$ cat config.mk
export PLATFORM = sky130hd
export DESIGN_NAME = fetch_seq
export DESIGN_NICKNAME = d
export VERILOG_FILES = /design/src/rtl/fetch_pkg.sv /design/src/rtl/fetch_lat_cnt.sv /design/src/rtl/fetch_seq.sv
export SDC_FILE = /design/constraint.sdc
export NUM_CORES = 1
export LEC_CHECK = 0
export BUFFER_PORTS_ARGS = -buffer_cell sky130_fd_sc_hd__clkbuf_2
export CAP_MARGIN = 20
export CORE_AREA = 2 2 69 71
export CTS_CLUSTER_DIAMETER = 80
export DETAILED_ROUTE_END_ITERATION = 8
export DIE_AREA = 0 0 71 73
export PLACE_DENSITY_LB_ADDON = 0.2
export SETUP_SLACK_MARGIN = 0.5
export SYNTH_ARGS = -nofsm -noshare
export SYNTH_HDL_FRONTEND = slang
export SYNTH_HIERARCHICAL = 1
export SYNTH_SLANG_ARGS = --single-unit
$ cat constraint.sdc
create_clock -name clk -period 2.2 [get_ports clk]
set_input_delay 0.55 -clock clk [delete_from_list [all_inputs] [get_ports clk]]
set_output_delay 0.55 -clock clk [all_outputs]
set_load 0.02 [all_outputs]
$ cat src/rtl/fetch_pkg.sv
// Shared types and default widths for the fetch sequencer.
// The optional stall counter in fetch_seq is enabled by defining FETCH_STALL_CNT_EN.
package fetch_pkg;

  localparam int unsigned ADDR_W_DEF = 12;
  localparam int unsigned DATA_W_DEF = 17;
  localparam int unsigned LAT_CNT_W  = 3;

  typedef enum logic [2:0] {
    StIdle,
    StIssue,
    StWait,
    StHold,
    StInc,
    StJump,
    StClear
  } fetch_state_e;

endpackage

$ cat src/rtl/fetch_lat_cnt.sv
// Loadable down-counter for fixed-latency memory reads.
// done_o marks the final wait cycle, i.e. the cycle in which read data is valid.
module fetch_lat_cnt
  import fetch_pkg::*;
#(
  parameter int unsigned CntW = LAT_CNT_W
) (
  input  logic            clk,
  input  logic            rst,
  input  logic            clr_i,
  input  logic            load_i,
  input  logic [CntW-1:0] load_val_i,
  input  logic            dec_i,
  output logic            done_o
);

  logic [CntW-1:0] cnt_d, cnt_q;

  always_comb begin
    cnt_d = cnt_q;
    if (clr_i) begin
      cnt_d = '0;
    end else if (load_i) begin
      cnt_d = load_val_i;
    end else if (dec_i && (cnt_q != '0)) begin
      cnt_d = cnt_q - CntW'(1);
    end
  end

  always_ff @(posedge clk or posedge rst) begin
    if (rst) begin
      cnt_q <= '0;
    end else begin
      cnt_q <= cnt_d;
    end
  end

  assign done_o = (cnt_q == CntW'(1));

endmodule

$ cat src/rtl/fetch_seq.sv
// Fetch sequencer: reads instruction memory at the PC, holds the word for the decoder,
// then steps or loads the PC. Define FETCH_STALL_CNT_EN to add the stall_cnt output.
module fetch_seq
  import fetch_pkg::*;
#(
  parameter int unsigned ADDR_W  = ADDR_W_DEF,
  parameter int unsigned DATA_W  = DATA_W_DEF,
  parameter int unsigned MEM_LAT = 2
) (
  input  logic              clk,
  input  logic              rst,
  input  logic              start,
  input  logic              restart,
  input  logic              halt,
  input  logic [ADDR_W-1:0] pc_addr,
  output logic              pc_write_en,
  output logic              pc_inc_en,
  output logic              pc_clr_en,
  output logic [DATA_W-1:0] pc_datain,
  output logic              mem_rd_en,
  output logic [ADDR_W-1:0] mem_addr,
  input  logic [DATA_W-1:0] mem_rdata,
  output logic [DATA_W-1:0] ir_out,
  output logic              ir_valid,
  input  logic              ir_ready,
  input  logic              jump_req,
  input  logic [ADDR_W-1:0] jump_target,
`ifdef FETCH_STALL_CNT_EN
  output logic [15:0]       stall_cnt,
`endif
  output logic              busy
);

  fetch_state_e      state_q;
  logic              halt_q;
  logic              pc_write_en_q, pc_inc_en_q, pc_clr_en_q, mem_rd_en_q, ir_valid_q;
  logic [DATA_W-1:0] pc_datain_q, ir_out_q;
  logic              lat_done;

  fetch_lat_cnt #(
    .CntW (LAT_CNT_W)
  ) u_lat_cnt (
    .clk        (clk),
    .rst        (rst),
    .clr_i      (restart),
    .load_i     (state_q == StIssue),
    .load_val_i (LAT_CNT_W'(MEM_LAT)),
    .dec_i      (state_q == StWait),
    .done_o     (lat_done)
  );

  always_ff @(posedge clk or posedge rst) begin
    if (rst) begin
      state_q       <= StIdle;
      halt_q        <= 1'b0;
      pc_write_en_q <= 1'b0;
      pc_inc_en_q   <= 1'b0;
      pc_clr_en_q   <= 1'b0;
      mem_rd_en_q   <= 1'b0;
      ir_valid_q    <= 1'b0;
      pc_datain_q   <= '0;
      ir_out_q      <= '0;
    end else begin
      // Strobes are one-cycle pulses unless re-armed below.
      pc_write_en_q <= 1'b0;
      pc_inc_en_q   <= 1'b0;
      pc_clr_en_q   <= 1'b0;
      mem_rd_en_q   <= 1'b0;
      pc_datain_q   <= '0;
      if (restart) begin
        state_q     <= StClear;
        pc_clr_en_q <= 1'b1;
        ir_valid_q  <= 1'b0;
        halt_q      <= 1'b0;
      end else begin
        halt_q <= halt_q | halt;
        unique case (state_q)
          StIdle: begin
            if (start) begin
              state_q     <= StIssue;
              mem_rd_en_q <= 1'b1;
              halt_q      <= 1'b0;
            end
          end
          StIssue: state_q <= StWait;
          StWait: begin
            if (lat_done) begin
              ir_out_q   <= mem_rdata;
              ir_valid_q <= 1'b1;
              state_q    <= StHold;
            end
          end
          StHold: begin
            if (ir_ready) begin
              ir_valid_q <= 1'b0;
              if (jump_req) begin
                state_q       <= StJump;
                pc_write_en_q <= 1'b1;
                pc_datain_q   <= DATA_W'(jump_target);
              end else begin
                state_q     <= StInc;
                pc_inc_en_q <= 1'b1;
              end
            end
          end
          StInc, StJump: begin
            if (halt_q) begin
              state_q <= StIdle;
            end else begin
              state_q     <= StIssue;
              mem_rd_en_q <= 1'b1;
            end
          end
          StClear: begin
            state_q     <= StIssue;
            mem_rd_en_q <= 1'b1;
            halt_q      <= 1'b0;
          end
          default: state_q <= StIdle;
        endcase
      end
    end
  end

`ifdef FETCH_STALL_CNT_EN
  logic [15:0] stall_q;

  always_ff @(posedge clk or posedge rst) begin
    if (rst) begin
      stall_q <= '0;
    end else if (restart || ((state_q == StIdle) && start)) begin
      stall_q <= '0;
    end else if (ir_valid_q && !ir_ready && (stall_q != 16'hFFFF)) begin
      stall_q <= stall_q + 16'd1;
    end
  end

  assign stall_cnt = stall_q;
`endif

  assign pc_write_en = pc_write_en_q;
  assign pc_inc_en   = pc_inc_en_q;
  assign pc_clr_en   = pc_clr_en_q;
  assign pc_datain   = pc_datain_q;
  assign mem_rd_en   = mem_rd_en_q;
  // PC settles on the edge that enters ISSUE, so the address is taken live.
  assign mem_addr    = mem_rd_en_q ? pc_addr : '0;
  assign ir_out      = ir_out_q;
  assign ir_valid    = ir_valid_q;
  assign busy        = (state_q != StIdle);

endmodule

==> results of run 1 <==
[routing by layer]
layer	wire length, um	GRT usage [%]	vias to the layer above
met1	1810	20.6	667
met5	0	0	-
met2	1690	21.9	55
li1	-	-	705
met3	257	4.56	2
met4	12	4.40	0
[state kept, by name, indices dropped and copies added, names as in the netlist]
register	count
ir_out	17
pc_datain	12
state_q	3
u_lat_cnt/cnt_q	3
halt_q	1
ir_valid	1
mem_rd_en	1
pc_clr_en	1
pc_inc_en	1
pc_write_en	1
[layout by cell type (no fill, tap or decap), types with 3 or more instances in the layout]
master	Yosys	final
mux2_2	7	7
a21oi_1	4	4
clkbuf_8	0	6
dfrtp_1	41	37
and3_1	3	3
nor2b_1	3	3
clkbuf_2	0	93
nor2_1	5	4
dfrtp_2	0	4
inv_1	8	8
buf_4	6	8
conb_1	2	8
mux2_4	11	11
ha_1	3	3
and2_1	24	24
[cell type report]
cell class / instances / area, um2
Clock buffer: 6 / 82.6
Clock inverter: 2 / 37.5
Fill cell: 394 / 1920
Inverter: 8 / 30.0
Multi-Input combinational cell: 97 / 813
Sequential cell: 41 / 1030
Tap cell: 54 / 67.6
Timing Repair Buffer: 103 / 557
[metrics by stage]
step,setup WS [ns],cells
3_5_place_dp,0.434,299
3_3_place_gp,0.488,299
5_1_grt,0.394,311
6_report,0.425,311
4_1_cts,0.407,311
2_1_floorplan,0.594,157
[what timing repair did]
item	CTS	global route
resized for setup	3	6
hold endpoints to repair	0	0
endpoints found under the setup margin	18	15
buffers inserted	4	0
[worst max path at each step]
stage | startpoint | endpoint | depth (start not counted)
2_1_floorplan | state_q[0]$_DFFE_PP0P_ | u_lat_cnt/cnt_q[1]$_DFFE_PP0P_ | 4
3_3_place_gp | u_lat_cnt/cnt_q[1]$_DFFE_PP0P_ | ir_out[0]$_DFFE_PP0P_ | 5
3_5_place_dp | u_lat_cnt/cnt_q[1]$_DFFE_PP0P_ | ir_out[5]$_DFFE_PP0P_ | 5
4_1_cts | state_q[2]$_DFFE_PP0P_ | busy | 2
5_1_grt | state_q[2]$_DFFE_PP0P_ | busy | 2
6_report | state_q[2]$_DFFE_PP0P_ | busy | 2
[logic make-up after synthesis]
family | Yosys count
buf+inv | 19
other cells | 2
compound gates | 18
flops | 41
mux | 18
simple gates | 50
fa+ha+maj | 3
[where the power goes]
| part | total [mW] | switching [mW] | internal, mW | leakage [nW] |
|---|---|---|---|---|
| Combinational | 0.664 | 0.356 | 0.308 | 0.864 |
| Clock | 0.626 | 0.257 | 0.369 | 0.0574 |
| Sequential | 0.955 | 0.0714 | 0.883 | 0.543 |
==> results.cfg, run 1 <==
[logic_synthesis]
synth-edff-count = 0
synth_common_cells = 41 x dfrtp_1, 24 x and2_1, 11 x mux2_4, 8 x inv_1, 7 x mux2_2
synth_xor_area_share_pct = 0
muxShareOfSynthArea_pct = 12.7
syn_area_per_cell_um2 = 12.7
syn_area_mm2 = 0.00191
synthAdderAreaFrac_pct = 1.96
synth_compound_area_share_pct = 8.10
async_reset_ff_share_pct = 100
synth_area_leaders = dfrtp_1 54%, mux2_4 8.6%, and2_1 7.8%
synth_top_area_share_pct = 53.6
synth.most_common_cell = dfrtp_1
ys_types = 40
ys_ff_latch = 41
yosysWarnings = 6
synthSimpleGateAreaFrac_pct = 17.5
synthFlopType = dfrtp_1
syn_inst = 151
yosysTopAreaCell = dfrtp_1
synth_top_family_by_area = simple AND/OR/NAND/NOR gates
seq_area_frac_synth_pct = 53.6

[die]
start_util_pct = 42.2
row_count = 25
io_pins = 100
core_area_mm2 = 0.00454
die_y_um = 73
die_area_mm2 = 0.00518
chipWidth_um = 71

[placement]
place_area_mm2 = 0.00244
place_congestion = 0.716
port_buffers = 94
dp_hpwl_um = 2750

[clock_network]
cts.sinks = 41
root_buffer = clkbuf_8
cts_buffers = 5
h-tree-depth = 2
postCtsHoldBufs = 0
cts_tree = built
clkLatencyLatePin_ns = 0.29
clock_tree.buffer_depth = 2
path_clk_slew_ns = 0.08

[worst_setup_path]
startpoint_type = flop
required_ns = 1.65
r2r-start = u_lat_cnt/cnt_q[0]$_DFFE_PP0P_
cp_slowest_cell = dfrtp_2
cp_num_buf_inv = 1
cp_max_fo = 2
cp_top_family = flip-flops
worstPathCellList = or3_4, buf_6
path_class = reg2out
worstRegToRegCells = 5
rrSetupSlack_ns = 0.62
cp_slowest_stage_delay_ns = 0.41
r2r_end = ir_out[16]$_DFFE_PP0P_
end_kind = output pin
cp_data_arrival_time_ns = 1.23

[global_route]
overflow = 0
grt_pass1_vias = 1241
grt_use_total_pct = 14.7
grt_max_degree = 39
grt_pass1_wl_um = 5980
antenna_found_initial = 0

[power]
cellPowerDensity_mw_per_mm2 = 857
ir_worst_vdd_v = 0.000423
p_leak_nw = 1.46
power_mw = 2.24

[timing]
hold-worst-slack_ns = 0.117
fmax_ghz = 0.563
tns_ns = 0
setup_viol = 0
post-route-period-util_pct = 80.7
grt_setup_unrepaired = yes
period_minus_slack_ns = 1.78
drv_slew = 0
finalClockSkew_ns = 0.00536
hold_viol_final = 0

[routing]
drt-pass1-iter-count = 4
avgViaCountPerCell = 4.59
remaining_drc_errors = 0
wl_per_cell_um = 12.1
ant_nets = 0
routed_wl_um = 3780
drt_iter0_markers = 59
num_vias = 1429

[finish]
synthToLayoutAreaGrowth_pct = 36.8
final_area_mm2 = 0.00262
layout-drive-gt1-share_pct = 56.0
diodes = 0
final_util_pct = 57.7
final_nets = 307

[status]
status = complete, no violations

[flow_run]
cap_viol_max_count = 0

[hold_path]
hold_path_class = in2async
Power figures use the tool's default switching activity.
==> run 2, diff against run 1 <==
--- a/config.mk
+++ b/config.mk
@@ -5,12 +5,13 @@
 export SDC_FILE = /design/constraint.sdc
 export NUM_CORES = 1
 export LEC_CHECK = 0
+export ABC_AREA = 1
 export BUFFER_PORTS_ARGS = -buffer_cell sky130_fd_sc_hd__clkbuf_2
 export CAP_MARGIN = 20
-export CORE_AREA = 2 2 69 71
+export CORE_AREA = 2 2 70 72
 export CTS_CLUSTER_DIAMETER = 80
 export DETAILED_ROUTE_END_ITERATION = 8
-export DIE_AREA = 0 0 71 73
+export DIE_AREA = 0 0 72 74
 export PLACE_DENSITY_LB_ADDON = 0.2
 export SETUP_SLACK_MARGIN = 0.5
 export SYNTH_ARGS = -nofsm -noshare
==> constraint.sdc (replaced) <==
create_clock -name clk -period 1.8 [get_ports clk]
set_input_delay 0.45 -clock clk [delete_from_list [all_inputs] [get_ports clk]]
set_output_delay 0.45 -clock clk [all_outputs]
set_load 0.02 [all_outputs]
==> results.cfg, run 2 <==
[clock_network]
cts_buffers = 5
h-tree-depth = 2
cts.sinks = 41
path_clk_slew_ns = 0.08
root_buffer = clkbuf_8
cts_tree = built
clkLatencyLatePin_ns = 0.30
postCtsHoldBufs = 0
clock_tree.buffer_depth = 2

[power]
cellPowerDensity_mw_per_mm2 = 1450
power_switching_mw = 2.14
power_frac_seq_pct = 28.0
internal_power_mw = 3.04
p_leak_nw = 2.04
clock_power_share_pct = 12.4
ir_worst_vdd_v = 0.000744
switching_share_pct = 41.3
combPwrFrac_pct = 59.6

[logic_synthesis]
synth-edff-count = 0
yosysTopAreaCell = dfrtp_1
yosysWarnings = 6
syn_area_mm2 = 0.00204
synth.most_common_cell = inv_1
seq_area_frac_synth_pct = 50.3
ys_ff_latch = 41
syn_area_per_cell_um2 = 8.72
async_reset_ff_share_pct = 100
synth_area_leaders = dfrtp_1 50%, inv_1 9.6%, o21ai_2 7.3%
synth_common_cells = 52 x inv_1, 41 x dfrtp_1, 39 x nand2_1, 20 x nor2_1, 17 x o21ai_2
ys_types = 27
synthFlopType = dfrtp_1
synth_top_area_share_pct = 50.3
syn_inst = 234

[finish]
diodes = 0
layout-drive-gt1-share_pct = 62.2
synthToLayoutAreaGrowth_pct = 75.3
fill_cells = 305
final_nets = 423
final_cell_mix = 60 x clkbuf_2, 39 x inv_1, 36 x dfrtp_1
final_cells = 427
largest_register_ff_count = 17
mostFrequentLayoutCell = clkbuf_2

[timing]
fmax_ghz = 0.649
setup_viol = 0
post-route-period-util_pct = 85.6
hold_viol_final = 0
worstMarginPinSlew_ns = 0.520
tns_ns = 0
max-slew-margin-rel_pct = 65.3
grt_setup_unrepaired = yes
finalClockSkew_ns = 0.0142
period_minus_slack_ns = 1.54
drv_slew = 0

[worst_setup_path]
cp_data_arrival_time_ns = 1.09
crit_top_cell = buf_6
startpoint_type = flop
cp_slowest_stage_delay_ns = 0.42
r2r_end = ir_out[8]$_DFFE_PP0P_
rrSetupSlack_ns = 0.37
required_ns = 1.35
cp_slowest_cell = dfrtp_2
crit_start = mem_rd_en$_DFF_PP0_
worstRegToRegCells = 9
worstPathCellList = buf_6, nand2_1, inv_1, buf_6
path_class = reg2out
worstSetupEndpoint = mem_addr[9]
r2r-start = u_lat_cnt/cnt_q[1]$_DFFE_PP0P_
cp_max_fo = 7
end_kind = output pin

[placement]
port_buffers = 94
dp_cells = 381
place_congestion = 0.845
dp_hpwl_um = 3100

[die]
row_count = 25
core_area_mm2 = 0.00460
die_area_mm2 = 0.00533
die_y_um = 74
chipWidth_um = 72
start_util_pct = 44.4
io_pins = 100

[routing]
drt_iter0_markers = 66
wl_per_cell_um = 14.9
top_layer = met4
drt-pass1-iter-count = 4
ant_nets = 0
num_vias = 2028
avgViaCountPerCell = 4.75
remaining_drc_errors = 0
routedLengthMet1_um = 2420
wl_met3_um = 474
wl_met2_um = 3390
routed_wl_um = 6380

[flow_run]
cap_viol_max_count = 0

[global_route]
antenna_found_initial = 0
overflow = 0
grt_pass1_wl_um = 8450
grt_max_degree = 24
grt_use_total_pct = 20.9
grt_pass1_vias = 1935

[status]
status = complete, no violations

[hold_path]
hold_path_class = in2async
## run 2: kinds of logic after synthesis
kind of cell               synth area share [%]
adders and majority gates                  1.84
AOI/OAI and AO/OA                          11.3
and+or+nand+nor                            22.0
DFF                                        50.3
other                                     0.368
buffers and inverters                      14.2
## run 2: cell type report
cell class,instances,area (um2),share of cell area [%]
timing repair buffer,134,1160,32.4
sequential,41,1030,28.9
multi-input combinational,134,996,27.9
inverter,56,224,6.27
clock buffer,6,82.6,2.31
tap,54,67.6,1.89
clock inverter,2,13.8,0.385
## run 2: repair_timing
item	in CTS	in global routing
buffers inserted	27	5
gates cloned	5	1
pin swaps	7	16
resized for setup	76	115
setup endpoints to repair	50	72
## run 2: worst min path at each step
stage / cells past startpoint / slack (ns) / from / end
final: 2 / 0.04 / rst / u_lat_cnt/cnt_q[1]$_DFFE_PP0P_
after global routing: 2 / 0.04 / rst / u_lat_cnt/cnt_q[1]$_DFFE_PP0P_
after CTS: 2 / 0.03 / rst / u_lat_cnt/cnt_q[1]$_DFFE_PP0P_
after detailed placement: 2 / 0.35 / rst / u_lat_cnt/cnt_q[1]$_DFFE_PP0P_
after global placement: 2 / 0.34 / rst / u_lat_cnt/cnt_q[1]$_DFFE_PP0P_
after floorplan: 1 / 0.20 / rst / u_lat_cnt/cnt_q[0]$_DFFE_PP0P_
## run 2: power by group through the flow
stage | combinational (mW) | clock [mW] | sequential [mW]
6_report | 3.09 | 0.643 | 1.45
4_1_cts | 2.46 | 0.646 | 1.39
3_5_place_dp | 1.61 | 0 | 1.44
3_3_place_gp | 1.60 | 0 | 1.44
5_1_grt | 3.29 | 0.697 | 1.47
2_1_floorplan | 0.953 | 0 | 1.63
## run 2: through the flow
step | setup WS, ns | cell area, um2 | power [mW] | utilization [%] | hold WS [ns]
after floorplan | 0.464 | 2070 | 2.59 | - | 0.204
after global placement | 0.411 | 2560 | 3.04 | 55.7 | 0.338
after detailed placement | 0.381 | 2560 | 3.05 | 55.7 | 0.347
after CTS | 0.267 | 3240 | 4.49 | 70.4 | 0.0317
after global routing | 0.225 | 3570 | 5.46 | 77.7 | 0.0411
final | 0.259 | 3570 | 5.19 | 77.7 | 0.0371
## run 2: routing by layer
| layer | track usage (%) | vias up |
|---|---|---|
| li1 | - | 965 |
| met1 | 23.2 | 950 |
| met2 | 38.1 | 104 |
| met3 | 5.56 | 9 |
| met4 | 8.60 | 0 |
| met5 | 0 | - |
## run 2: worst max-delay path: cells and delay by family (launching register included)
family,cells,cell delay (ns)
buffers and inverters,3,0.31
DFF,1,0.42
and+or+nand+nor,1,0.06
